`src/rtl/sync_fifo_sc.sv`:
```
// Single-clock first-word-fall-through FIFO with 2^aw words of dw bits, exact and
// near-threshold full/empty flags in combinational and registered form, and a coarse fill level.
module sync_fifo_sc #(
   parameter int unsigned dw = 8,
   parameter int unsigned aw = 4,
   parameter int unsigned n  = 2
) (
   input  logic          clk,
   input  logic          rst,
   input  logic          clr,
   input  logic [dw-1:0] din,
   input  logic          we,
   output logic [dw-1:0] dout,
   input  logic          re,
   output logic          full,
   output logic          empty,
   output logic          full_r,
   output logic          empty_r,
   output logic          full_n,
   output logic          empty_n,
   output logic          full_n_r,
   output logic          empty_n_r,
   output logic [1:0]    level
);

   localparam int unsigned Depth = 1 << aw;
   localparam logic [aw:0]   DepthC  = (aw+1)'(Depth);
   localparam logic [aw:0]   NearC   = (aw+1)'(n);
   localparam logic [aw:0]   HiThr   = (aw+1)'(Depth - n);
   localparam logic [aw:0]   CntOne  = (aw+1)'(1);
   localparam logic [aw-1:0] PtrOne  = aw'(1);

   logic [dw-1:0] mem_q [Depth];
   logic [aw-1:0] wp_q, wp_d, rp_q, rp_d;
   logic [aw:0]   cnt_q, cnt_d;
   logic          full_r_q, empty_r_q, full_n_r_q, empty_n_r_q;
   logic          wr, rd, flush;

   assign flush = rst | clr;
   assign wr    = we & ~full;
   assign rd    = re & ~empty;

   assign full    = (cnt_q == DepthC);
   assign empty   = (cnt_q == '0);
   assign full_n  = (cnt_q >= HiThr);
   assign empty_n = (cnt_q <= NearC);
   assign level   = {2{full}} | cnt_q[aw-1:aw-2];
   assign dout    = mem_q[rp_q];

   assign full_r    = full_r_q;
   assign empty_r   = empty_r_q;
   assign full_n_r  = full_n_r_q;
   assign empty_n_r = empty_n_r_q;

   always_comb begin
      wp_d  = wp_q;
      rp_d  = rp_q;
      cnt_d = cnt_q;
      if (wr) wp_d = wp_q + PtrOne;
      if (rd) rp_d = rp_q + PtrOne;
      unique case ({wr, rd})
         2'b10:   cnt_d = cnt_q + CntOne;
         2'b01:   cnt_d = cnt_q - CntOne;
         default: cnt_d = cnt_q;
      endcase
   end

   // Registered flags are loaded from next-state count so they track the combinational ones.
   always_ff @(posedge clk) begin
      if (flush) begin
         wp_q        <= '0;
         rp_q        <= '0;
         cnt_q       <= '0;
         full_r_q    <= 1'b0;
         empty_r_q   <= 1'b1;
         full_n_r_q  <= 1'b0;
         empty_n_r_q <= 1'b1;
      end else begin
         wp_q        <= wp_d;
         rp_q        <= rp_d;
         cnt_q       <= cnt_d;
         full_r_q    <= (cnt_d == DepthC);
         empty_r_q   <= (cnt_d == '0);
         full_n_r_q  <= (cnt_d >= HiThr);
         empty_n_r_q <= (cnt_d <= NearC);
      end
   end

   // Storage is never cleared; only the pointers are.
   always_ff @(posedge clk) begin
      if (!flush && wr) mem_q[wp_q] <= din;
   end

endmodule

```
`config.mk`:
```
export PLATFORM = sky130hd
export DESIGN_NAME = sync_fifo_sc
export DESIGN_NICKNAME = d
export VERILOG_FILES = /design/src/rtl/sync_fifo_sc.sv
export SDC_FILE = /design/constraint.sdc
export NUM_CORES = 1
export LEC_CHECK = 0
export BUFFER_PORTS_ARGS = -buffer_cell sky130_fd_sc_hd__buf_2
export CAP_MARGIN = 25
export CELL_PAD_IN_SITES_DETAIL_PLACEMENT = 1
export CELL_PAD_IN_SITES_GLOBAL_PLACEMENT = 1
export CORE_ASPECT_RATIO = 0.9
export CORE_MARGIN = 2
export CORE_UTILIZATION = 48
export CTS_BUF_LIST = sky130_fd_sc_hd__clkbuf_16
export DETAILED_ROUTE_END_ITERATION = 12
export PLACE_DENSITY = 0.85
export REMOVE_ABC_BUFFERS = 1
export SYNTH_ARGS = -nofsm -noshare
export SYNTH_HDL_FRONTEND = slang
export SYNTH_SLANG_ARGS = --single-unit
```
`constraint.sdc`:
```
create_clock -name clk -period 2.8 [get_ports clk]
set_clock_uncertainty 0.05 [all_clocks]
set_input_delay 0.42 -clock clk [delete_from_list [all_inputs] [get_ports clk]]
set_output_delay 0.42 -clock clk [all_outputs]
set_load 0.005 [all_outputs]
```
-- Yosys cells after proc, flatten, opt, wreduce, memory -nomap -nowiden
Memories as Yosys holds them, arrays and structs flattened. A register that Yosys moved wholly into a read port is not among the register bits.
Index checks and enable logic that the tools add are counted.
- register bits: 17
- memory bits (writable): 128
- input bits: 13
- output and inout port bits: 18
- memories: 1
- memory list (memory ; depth ; bits a word ; rd ports ; clocked after memory_dff ; wr ports ; line ; RTL):
    mem_q ; 16 ; 8 ; 1 ; 1 ; 1 ; 33 ; logic [dw-1:0] mem_q [Depth];
- add/subtract/negate cells: 4
- magnitude comparators: 4
- equal/unequal tests: 4
- muxes and demuxes: 5
- bitwise gates (word level): 6
- reductions and logical operators: 4
- operators by type and width (kind ; count):
    == test 5 bit, second input constant ; 2
    greater-or-equal comparator 5 x 4 -> 1 bit, second input constant ; 2
    less-or-equal comparator 5 x 2 -> 1 bit, second input constant ; 2
    zero test 5 bit ; 2
    case mux 5 bit (2 select lines) ; 1
    adder 4 x 1 -> 4 bit, second input constant ; 2
    2-to-1 mux 4 bit ; 2
    adder 5 x 1 -> 5 bit, second input constant ; 1
    subtractor 5 x 1 -> 5 bit, second input constant ; 1
    bitwise AND 1 bit ; 2
    == test 2 x 1 -> 1 bit, second input constant ; 1
    == test 2 bit, second input constant ; 1
    2-to-1 mux 1 bit ; 2
    inverter 1 bit ; 2
    OR 2 bit ; 1
    logical AND 1 bit ; 1
    zero test 1 bit ; 1
    OR 1 bit ; 1

-- Longest topological paths before layout
Gate-level depths: netlist (run 1).
- word-level depth: 6
- gate-level depth with buffers: 13
- mapped depth without buffers: 11

-- Least setup slack after synthesis (run 1)
Ideal clock, no wire load.
- path type: reg2reg
- start point: reg cnt_q[0]
- end point: reg full_r_q, in the netlist full_r
- library setup time: 78 ps
- arrival: 2804 ps
- required time: 2672 ps
- slack: -132 ps
- cell stages (with the launch flop): 13
- period minus slack after synthesis: 2932 ps
- cells stage by stage: dfxtp_1 > buf_6 > or4_1 > o21a_2 > ha_1 > buf_2 > xor2_1 > ha_1 > a21oi_1 > mux2i_1 > xor2_1 > o311ai_1 > nor3_1
- word-level cells in the longest chain between the ends: 6
- elaborated cells between the ends (all ways): 12
- ends and longest elaborated chain (item ; line ; RTL):
    from (decl) ; 35 ; logic [aw:0] cnt_q, cnt_d;
    from (signal assigned) ; 81 ; cnt_q <= cnt_d;
    == test 5 bit / zero test 5 bit (equally long branches) ; 43, 44 ;
    inverter 1 bit (on tied branches) ; 40, 41 ;
    bitwise AND 1 bit (on tied branches) ; 40, 41 ;
    == test 2 x 1 -> 1 bit / == test 2 bit (equally long branches) ; 61 ; unique case ({wr, rd})
    case mux 5 bit (2 select lines) (*) ; 61 ;
    == test 5 bit (*) ; 82 ; full_r_q <= (cnt_d == DepthC);
    to (signal assigned) ; 82 ;
    to (decl) ; 36 ; logic full_r_q, empty_r_q, full_n_r_q, empty_n_r_q;
Every way passes the cells marked *; elsewhere a longest branch is shown, timed or not.
A chain may end at the register's enable or synchronous reset.

==> results of run 1 <==
==> worst min path at each step <==
stage / to / from / cells past startpoint / slack (ns)
floorplan: register / rp_q[3] / 2 / 0.43
global placement: rp_q[3] / rp_q[3] / 2 / 0.46
detailed placement: register / rp_q[3] / 2 / 0.49
CTS: empty_r / rst / 3 / 0.26
global route: empty_r / clr / 3 / 0.31
finish: empty_r / rst / 3 / 0.28
==> registers in the layout, summed over array words and instances (netlist names), named ones only <==
name       cells
cnt_q          5
empty_n_r      1
empty_r        1
full_n_r       1
full_r         1
mem_q        128
rp_q           4
wp_q           4
==> cells by family (layout without fill, tap and decap cells) <==
family / Yosys count / count (layout) / share of synthesized area
AOI/OAI and AO/OA: 20 / 20 / 0.0262
adders and majority gates: 8 / 8 / 0.0163
buffers and inverters: 28 / 96 / 0.0279
muxes: 43 / 43 / 0.166
DFF: 149 / 149 / 0.693
and+or+nand+nor: 65 / 65 / 0.0521
xor gates and xnor gates: 13 / 13 / 0.0185
==> worst min-delay path, stage by stage <==
cell and delay (ns):
buf_2 0.09, nor2_1 0.10, o21ai_1 0.10
==> what timing repair did <==
action | CTS | global route
gates cloned | 2 | 0
setup endpoints to repair | 3 | 7
pin swaps | 0 | 5
setup buffers | 0 | 2
gates resized for setup | 5 | 10
==> cell usage in the layout (no fill, tap or decap), types with 7 or more instances in the layout <==
cell type,netlist,routed
dfxtp_1,21,20
mux4_2,16,17
clkbuf_16,0,17
buf_4,0,22
nor3_1,7,7
buf_2,4,30
nor2_1,31,31
xor2_1,9,9
mux4_1,24,23
inv_1,8,8
edfxtp_1,128,128
==> metal layers <==
metal  up-vias  global-route usage  routed length, um
li1       1426                   -                  -
met3        36              0.0656                714
met4         0               0.111                563
met2       137               0.373               7590
met5         -                   0                  0
met1      1738               0.293               6080
==> layout make-up <==
type                    instances  area share
clock buffers                  17      0.0585
clock inverters                14      0.0220
inverters                       8     0.00413
multi-input cells             149       0.244
flip-flops and latches        149       0.586
well taps                     164      0.0282
repair buffers                 57      0.0567
==> per-stage QoR <==
stage | util | hold WS [ns] | total power (uW) | TNS [ns] | instance area, um^2
floorplan | - | 0.435 | 2560 | -0.129 | 6010
global placement | 0.519 | 0.459 | 2640 | 0 | 6540
detailed placement | 0.519 | 0.489 | 2650 | 0 | 6540
CTS | 0.571 | 0.257 | 4910 | 0 | 7180
global route | 0.578 | 0.313 | 5030 | -0.0462 | 7280
finish | 0.578 | 0.277 | 4900 | 0 | 7280
==> power by group <==
group / switching [uW] / internal, uW
registers: 8.11 / 2420
clock network: 873 / 1390
logic: 119 / 88.7
==> results.cfg, run 1 <==
[outcome]
outcome = finished, final reports clean

[power]
p_per_area_nw_per_um2 = 673
leakage_uw = 0.00248
ir_drop_v = 0.000450

[global_routing]
grt_max_degree = 33
grt-ovfl-total = 0
grt_pass1_vias = 3546
grt_antenna_before_repair = 0
grt_util_all_layers = 0.233
grt_pass1_wl_um = 22000

[timing]
worstMarginPinSlew_ns = 1.03
fin_ws_ns = 0.0511
drv_slew = 0
fin_crit_ns = 2.75
max_freq_mhz = 364
rsz0062_at_grt = true
slew_headroom = 0.309
finalHoldViolations = 0
setup_viol = 0
post-route-period-util = 0.982

[routing]
firstDrtPassIters = 5
wire_per_inst_um = 26.8
dr_total_vias = 3337
drtIter0Drc = 305
totalWireLength_um = 14900
ant_nets = 0
via_per_inst = 5.98
drc = 0

[critical_path]
critPathTopFamily = multiplexers
crit_end = dout[7]
crit_buf_inv = 2
crit_slowest_cell = mux4_1
regToRegSetupSlack_ns = 0.08
required_ns = 2.33
critical_path_class = register to output port
worstPathCellList = buf_12, mux4_1, mux4_2, buf_2
start_kind = register
r2r_cells = 9
worst-path-stages = 4
rr_startpoint = cnt_q[0]
crit_arrival_ns = 2.28
worstReg2RegEnd = empty_n_r
critPathMaxStageDelay_ns = 0.61
cp-end-kind = output port
critPathMaxFanout = 8

[finish]
drive_gt1_frac = 0.307
diodes = 0
nets = 403
multi_input_area_um2 = 1780
finalNonFillerCells = 558
area_growth_pct = 18.3
ff_latch_area_um2 = 4270
nFillCells = 1123

[synth]
synthTopCellsByArea = edfxtp_1, mux4_1, dfxtp_1
synth_cell_types = 46
synthFlopType = edfxtp_1
synth_top_cell_area_share = 0.625
synth_edf_count = 128
yosysMostFrequentCell = edfxtp_1
syn_area_per_cell_um2 = 18.9
ys_seq_area_frac = 0.693
synth_commonest_cells = edfxtp_1, nor2_1, mux4_1
synth_largest_area_cell = edfxtp_1
yosys_register_bits = 149
async_flop_share = 0
yosysWarnings = 0
syn-cell-area_um2 = 6150
synthCells = 326

[placed_design]
port_buffers = 30
dp_hpwl_um = 8960
post-place-ws_ns = 0.0295
place_congestion = 0.818
placedCellCount = 521

[clocking]
clk_pin_slew_ns = 0.06
cts-root-buf = clkbuf_16
h-tree-depth = 4
cts_tree = done
clock-sinks = 149
clockBufferDepth = 2
cts_buffers = 17
clkLatencyLatePin_ns = 0.43
cts_hold_buffers = 0

[floorplanning]
die_area_um2 = 13700
num_rows = 39
dieHeight_um = 111
core_um2 = 12600
io_pins = 31
start_util = 0.489
die_w_um = 123

[job]
maxCapViolations = 0

[worst_hold_path]
hold_path_class = input pin to register
Note: power is estimated with default switching activity, not from simulation.
==> run 2: changes to the inputs <==
--- a/config.mk
+++ b/config.mk
@@ -5,16 +5,16 @@
 export SDC_FILE = /design/constraint.sdc
 export NUM_CORES = 1
 export LEC_CHECK = 0
+export ABC_AREA = 1
 export BUFFER_PORTS_ARGS = -buffer_cell sky130_fd_sc_hd__buf_2
 export CAP_MARGIN = 25
 export CELL_PAD_IN_SITES_DETAIL_PLACEMENT = 1
 export CELL_PAD_IN_SITES_GLOBAL_PLACEMENT = 1
 export CORE_ASPECT_RATIO = 0.9
-export CORE_MARGIN = 2
-export CORE_UTILIZATION = 48
+export CORE_UTILIZATION = 45
 export CTS_BUF_LIST = sky130_fd_sc_hd__clkbuf_16
 export DETAILED_ROUTE_END_ITERATION = 12
-export PLACE_DENSITY = 0.85
+export PLACE_DENSITY = 0.84
 export REMOVE_ABC_BUFFERS = 1
 export SYNTH_ARGS = -nofsm -noshare
 export SYNTH_HDL_FRONTEND = slang
==> run 2 against run 1 <==
Against the previous run: largest power group unchanged; synthesized cell count is 56% higher; sequential power barely moved; critical endpoint is now empty_n_r; largest cell class unchanged; final cell count grew 36%; first-iteration DRC count shrank 6.9%; critical path type is now register to register.
==> results.cfg, run 2 <==
[outcome]
outcome = finished, final reports clean

[synth]
syn_area_per_cell_um2 = 12.5
synthTopCellsByArea = edfxtp_1, dfxtp_1, mux2i_1
synth_cell_types = 33
synth_top_cell_area_share = 0.607
synth_fa_ha_area_frac = 0.0158
yosysMostFrequentCell = edfxtp_1
synth_top_family_by_area = compound AO/OA/AOI/OAI gates
synthCells = 508
synthMuxAreaShare = 0.0506
yosysWarnings = 0
async_flop_share = 0
synth_largest_area_cell = edfxtp_1
ys_seq_area_frac = 0.673
synth_compound_area_frac = 0.108
yosys_register_bits = 149
post_synth_and_or_nand_nor_area_fraction = 0.0847
synth_commonest_cells = edfxtp_1, inv_1, nand2_1
synth_edf_count = 128
syn-cell-area_um2 = 6330
synthFlopType = edfxtp_1
synth_xor_area_frac = 0.00415

[clocking]
cts_tree = done
h-tree-depth = 4
clk_pin_slew_ns = 0.06
cts_buffers = 17
clkLatencyLatePin_ns = 0.41
clock-sinks = 149
clockBufferDepth = 2
cts_hold_buffers = 0
cts-root-buf = clkbuf_16

[critical_path]
r2r_cells = 18
required_ns = 3.09
worstPathCellList = inv_1, nand4_1, nand2_2, inv_1, ha_1, inv_2, nand2_1, nand2_1, ha_1, inv_1, nand2_1, inv_1, nand2_1, nand3_2, nand2_2, nor2_1, nand3_1, o21bai_1
critical_path_class = register to register
crit_path_start = cnt_q[0]
critPathMaxFanout = 6
crit_slowest_cell = dfxtp_1
cp-end-kind = register
crit_arrival_ns = 2.79
rr_startpoint = cnt_q[0]
worstReg2RegEnd = empty_n_r
critPathMaxStageDelay_ns = 0.42
start_kind = register
regToRegSetupSlack_ns = 0.30

[floorplanning]
num_rows = 40
dieHeight_um = 115
start_util = 0.467
die_w_um = 127
core_um2 = 13600
io_pins = 31
die_area_um2 = 14600

[routing]
dr_total_vias = 4152
firstDrtPassIters = 4
totalWireLength_um = 15800
drc = 0
wire_per_inst_um = 20.8
drtIter0Drc = 284
ant_nets = 0
via_per_inst = 5.47

[power]
pwr-share-clk = 0.444
leakage_uw = 0.00266
switching_share = 0.218
switchingPower_uw = 1070
combinationalPowerShare = 0.057
ir_drop_v = 0.000434
p_per_area_nw_per_um2 = 668
seq_power_share = 0.499
p_int_uw = 3820

[global_routing]
grt_pass1_vias = 4317
grt_antenna_before_repair = 0
grt_max_degree = 52
grt-ovfl-total = 0
grt_pass1_wl_um = 23900
grt_util_all_layers = 0.228

[worst_hold_path]
hold-path-endpoint = wp_q[0]
hold-path-cell-count = 4
hold_start = rst
hold_path_class = input pin to register

[placed_design]
place_congestion = 0.910
placedCellCount = 726
dp_hpwl_um = 9720
port_buffers = 30
post-place-ws_ns = 0.261

[finish]
final_cell_mix = edfxtp_1, inv_1, nand2_1
final_common_cell = edfxtp_1
area_growth_pct = 15.6
diodes = 0
largest_reg_flops = 128
finalNonFillerCells = 759
largest_register = mem_q
fin_util = 0.540
reg_top3 = mem_q x128, cnt_q x5
nets = 578
drive_gt1_frac = 0.181

[job]
maxCapViolations = 0

[timing]
max_freq_mhz = 400
worstMarginPinSlew_ns = 0.679
finalHoldViolations = 0
rsz0062_at_grt = false
post-route-period-util = 0.894
fin_ws_ns = 0.297
fin_hold_ws_ns = 0.301
slew_headroom = 0.547
drv_slew = 0
setup_viol = 0
fin_crit_ns = 2.50
run 2: per-layer routing:
| layer | global-route usage | up-vias | share of wire |
|---|---|---|---|
| met4 | 0.0849 | 0 | 0.014 |
| li1 | - | 1916 | - |
| met3 | 0.0505 | 15 | 0.048 |
| met2 | 0.404 | 112 | 0.52 |
| met5 | 0 | - | 0 |
| met1 | 0.272 | 2109 | 0.42 |
run 2: worst max-delay path by stage:
stage / end / slack (ns) / cells after the start
after CTS: dout[6] / 0.1 / 7
after global routing: empty_n_r / 0.04 / 17
final: empty_n_r / 0.30 / 18
after floorplan: dout[2] / -0.51 / 5
after detailed placement: empty_r / 0.26 / 14
after global placement: empty_r / 0.43 / 14
run 2: area by class of cell:
class	instances	area, um^2
clock buffers	17	425
fillers	1379	6240
well taps	189	236
repair buffers	54	355
inverters	61	229
clock inverters	15	139
flip-flops and latches	149	4270
multi-input cells	274	1670
run 2: worst max-delay path: cells and delay by family, from the launching register on:
family / cells / cell delay (ns)
buffers and inverters: 5 / 0.46
DFF: 1 / 0.42
AOI/OAI and AO/OA: 1 / 0.13
adders and majority gates: 2 / 0.49
and+or+nand+nor: 10 / 0.88
run 2: cells by family (layout without fill, tap and decap cells):
family                     after synthesis  in the layout
muxes                                   32             32
DFF                                    149            149
AOI/OAI and AO/OA                      119            119
xor gates and xnor gates                 3              3
adders and majority gates                8              8
buffers and inverters                   85            147
and+or+nand+nor                        112            112
run 2: power groups by stage:
stage / clock (uW) / sequential (uW) / combinational (uW)
finish: 2170 / 2440 / 278
global route: 2280 / 2440 / 305
CTS: 2200 / 2440 / 272
detailed placement: 0 / 2490 / 267
global placement: 0 / 2490 / 250
floorplan: 0 / 2500 / 150
run 2: repair_timing:
action | CTS | global route
buffers inserted | 0 | 1
endpoints found under the setup margin | 0 | 5
resized for setup | 0 | 1
hold endpoints to repair | 0 | 0
run 2: per-stage QoR:
step | power, uW | cell area [um^2] | TNS [ns]
2_1_floorplan | 2650 | 6160 | -3.99
3_3_place_gp | 2740 | 6740 | 0
3_5_place_dp | 2760 | 6740 | 0
4_1_cts | 4920 | 7300 | 0
5_1_grt | 5030 | 7320 | 0
6_report | 4890 | 7320 | 0
==> run 3: changes to the inputs <==
==> constraint.sdc (replaced) <==
create_clock -name clk -period 2.8 [get_ports clk]
set_clock_uncertainty 0.05 [all_clocks]
set_input_delay 0.84 -clock clk [delete_from_list [all_inputs] [get_ports clk]]
set_output_delay 0.84 -clock clk [all_outputs]
set_load 0.005 [all_outputs]
==> run 3 against run 2 <==
Against the previous run: clock power is essentially flat; die area stayed put; global-route usage increased by 0.23 points; highest routed layer unchanged.
==> results.cfg, run 3 (synthesized netlist as in run 2, its figures left out) <==
[power]
totalPowerFinal_uw = 4920
switchingPower_uw = 1090
p_int_uw = 3830
switching_share = 0.222
leakage_uw = 0.00273
combinationalPowerShare = 0.061
seq_power_share = 0.495
ir_drop_v = 0.000431
pwr-share-clk = 0.444
p_per_area_nw_per_um2 = 658

[placed_design]
post-place-ws_ns = -0.0213
dp_hpwl_um = 10100
place_congestion = 0.813
dpl_cell_area_um2 = 6800
port_buffers = 30

[critical_path]
start_kind = register
required_ns = 1.91
crit_arrival_ns = 1.84
critical_path_class = register to output port
critPathMaxFanout = 20
cp-end-kind = output port

[finish]
multi_input_area_um2 = 1670
largest_register = mem_q
final_cell_mix = edfxtp_1, inv_1, nand2_1
drive_gt1_frac = 0.204
diodes = 0
nFillCells = 1395
reg_top3 = mem_q x128, cnt_q x5
design_area_um2 = 7480
nets = 591
ff_latch_area_um2 = 4270
largest_reg_flops = 128
area_growth_pct = 18.1
final_common_cell = edfxtp_1

[floorplanning]
dieHeight_um = 115
die_area_um2 = 14600
io_pins = 31
num_rows = 40
start_util = 0.467
core_um2 = 13600
die_w_um = 127

[routing]
wire_per_inst_um = 20.2
dr_total_vias = 4164
via_per_inst = 5.39
firstDrtPassIters = 5
ant_nets = 0
totalWireLength_um = 15600
drc = 0
drtIter0Drc = 426

[clocking]
cts_tree = done
clockBufferDepth = 2
h-tree-depth = 4
clock-sinks = 149
cts_buffers = 17
cts_hold_buffers = 0
cts-root-buf = clkbuf_16
clk_pin_slew_ns = 0.06
clkLatencyLatePin_ns = 0.43

[global_routing]
grt_max_degree = 33
grt_antenna_before_repair = 0
grt-ovfl-total = 0
grt_util_all_layers = 0.230
grt_pass1_wl_um = 24400
grt_pass1_vias = 4342

[timing]
max_freq_mhz = 366
fin_crit_ns = 2.73
rsz0062_at_grt = true
slew_headroom = 0.625
setup_viol = 0
fin_ws_ns = 0.0668
drv_slew = 0
post-route-period-util = 0.976
finalHoldViolations = 0
worstMarginPinSlew_ns = 0.562

[worst_hold_path]
hold_path_class = register to register

[job]
maxCapViolations = 0

[outcome]
outcome = finished, final reports clean
[run 3: final timing paths]
check        startpoint      end  slack, ns  cells past startpoint
max reg2reg    cnt_q[4]   full_r       0.29                     14
min reg2reg     rp_q[2]  rp_q[2]       0.44                      1
min             rp_q[2]  rp_q[2]       0.44                      1
max            register  dout[1]       0.07                      8
[run 3: power groups by stage]
| stage | registers, uW | logic [uW] | clock network, uW |
|---|---|---|---|
| floorplan | 2500 | 150 | 0 |
| global placement | 2490 | 257 | 0 |
| detailed placement | 2490 | 273 | 0 |
| CTS | 2440 | 289 | 2200 |
| global route | 2440 | 333 | 2280 |
| finish | 2430 | 301 | 2180 |
[run 3: worst max-delay path: stages (launching register included)]
cell and delay (ns):
dfxtp_4 0.41, buf_4 0.16, buf_12 0.16, a21oi_1 0.09, o21ai_0 0.10, o21ai_0 0.13
o211ai_1 0.17, nand2_1 0.07, buf_2 0.13
[run 3: per-stage QoR]
step	instances	utilization	setup TNS, ns	hold slack (ns)
after floorplan	484	-	-7.35	0.385
after global placement	732	0.501	0	0.402
after detailed placement	732	0.501	-0.0368	0.426
after CTS	768	0.547	0	0.448
after global routing	772	0.552	-0.0949	0.490
final	772	0.552	0	0.443
[run 3: area by class of cell]
type | instances | area share
multi-input cells | 274 | 0.224
flip-flops and latches | 149 | 0.570
well taps | 189 | 0.0316
clock buffers | 17 | 0.0569
clock inverters | 15 | 0.0187
repair buffers | 67 | 0.0679
inverters | 61 | 0.0306
[run 3: timing repair]
item                                   in CTS  in global routing
setup buffers                               4                  4
endpoints found under the hold margin       0                  0
pin swaps                                   0                  4
gates resized for setup                     3                  9
setup endpoints to repair                   8                 10
[run 3: routing by layer]
layer | track usage | up-vias | part of all wire
met1 | 0.292 | 2089 | 0.44
met5 | 0 | - | 0
met4 | 0.0857 | 0 | 0.015
met2 | 0.392 | 110 | 0.51
li1 | - | 1943 | -
met3 | 0.0449 | 22 | 0.042
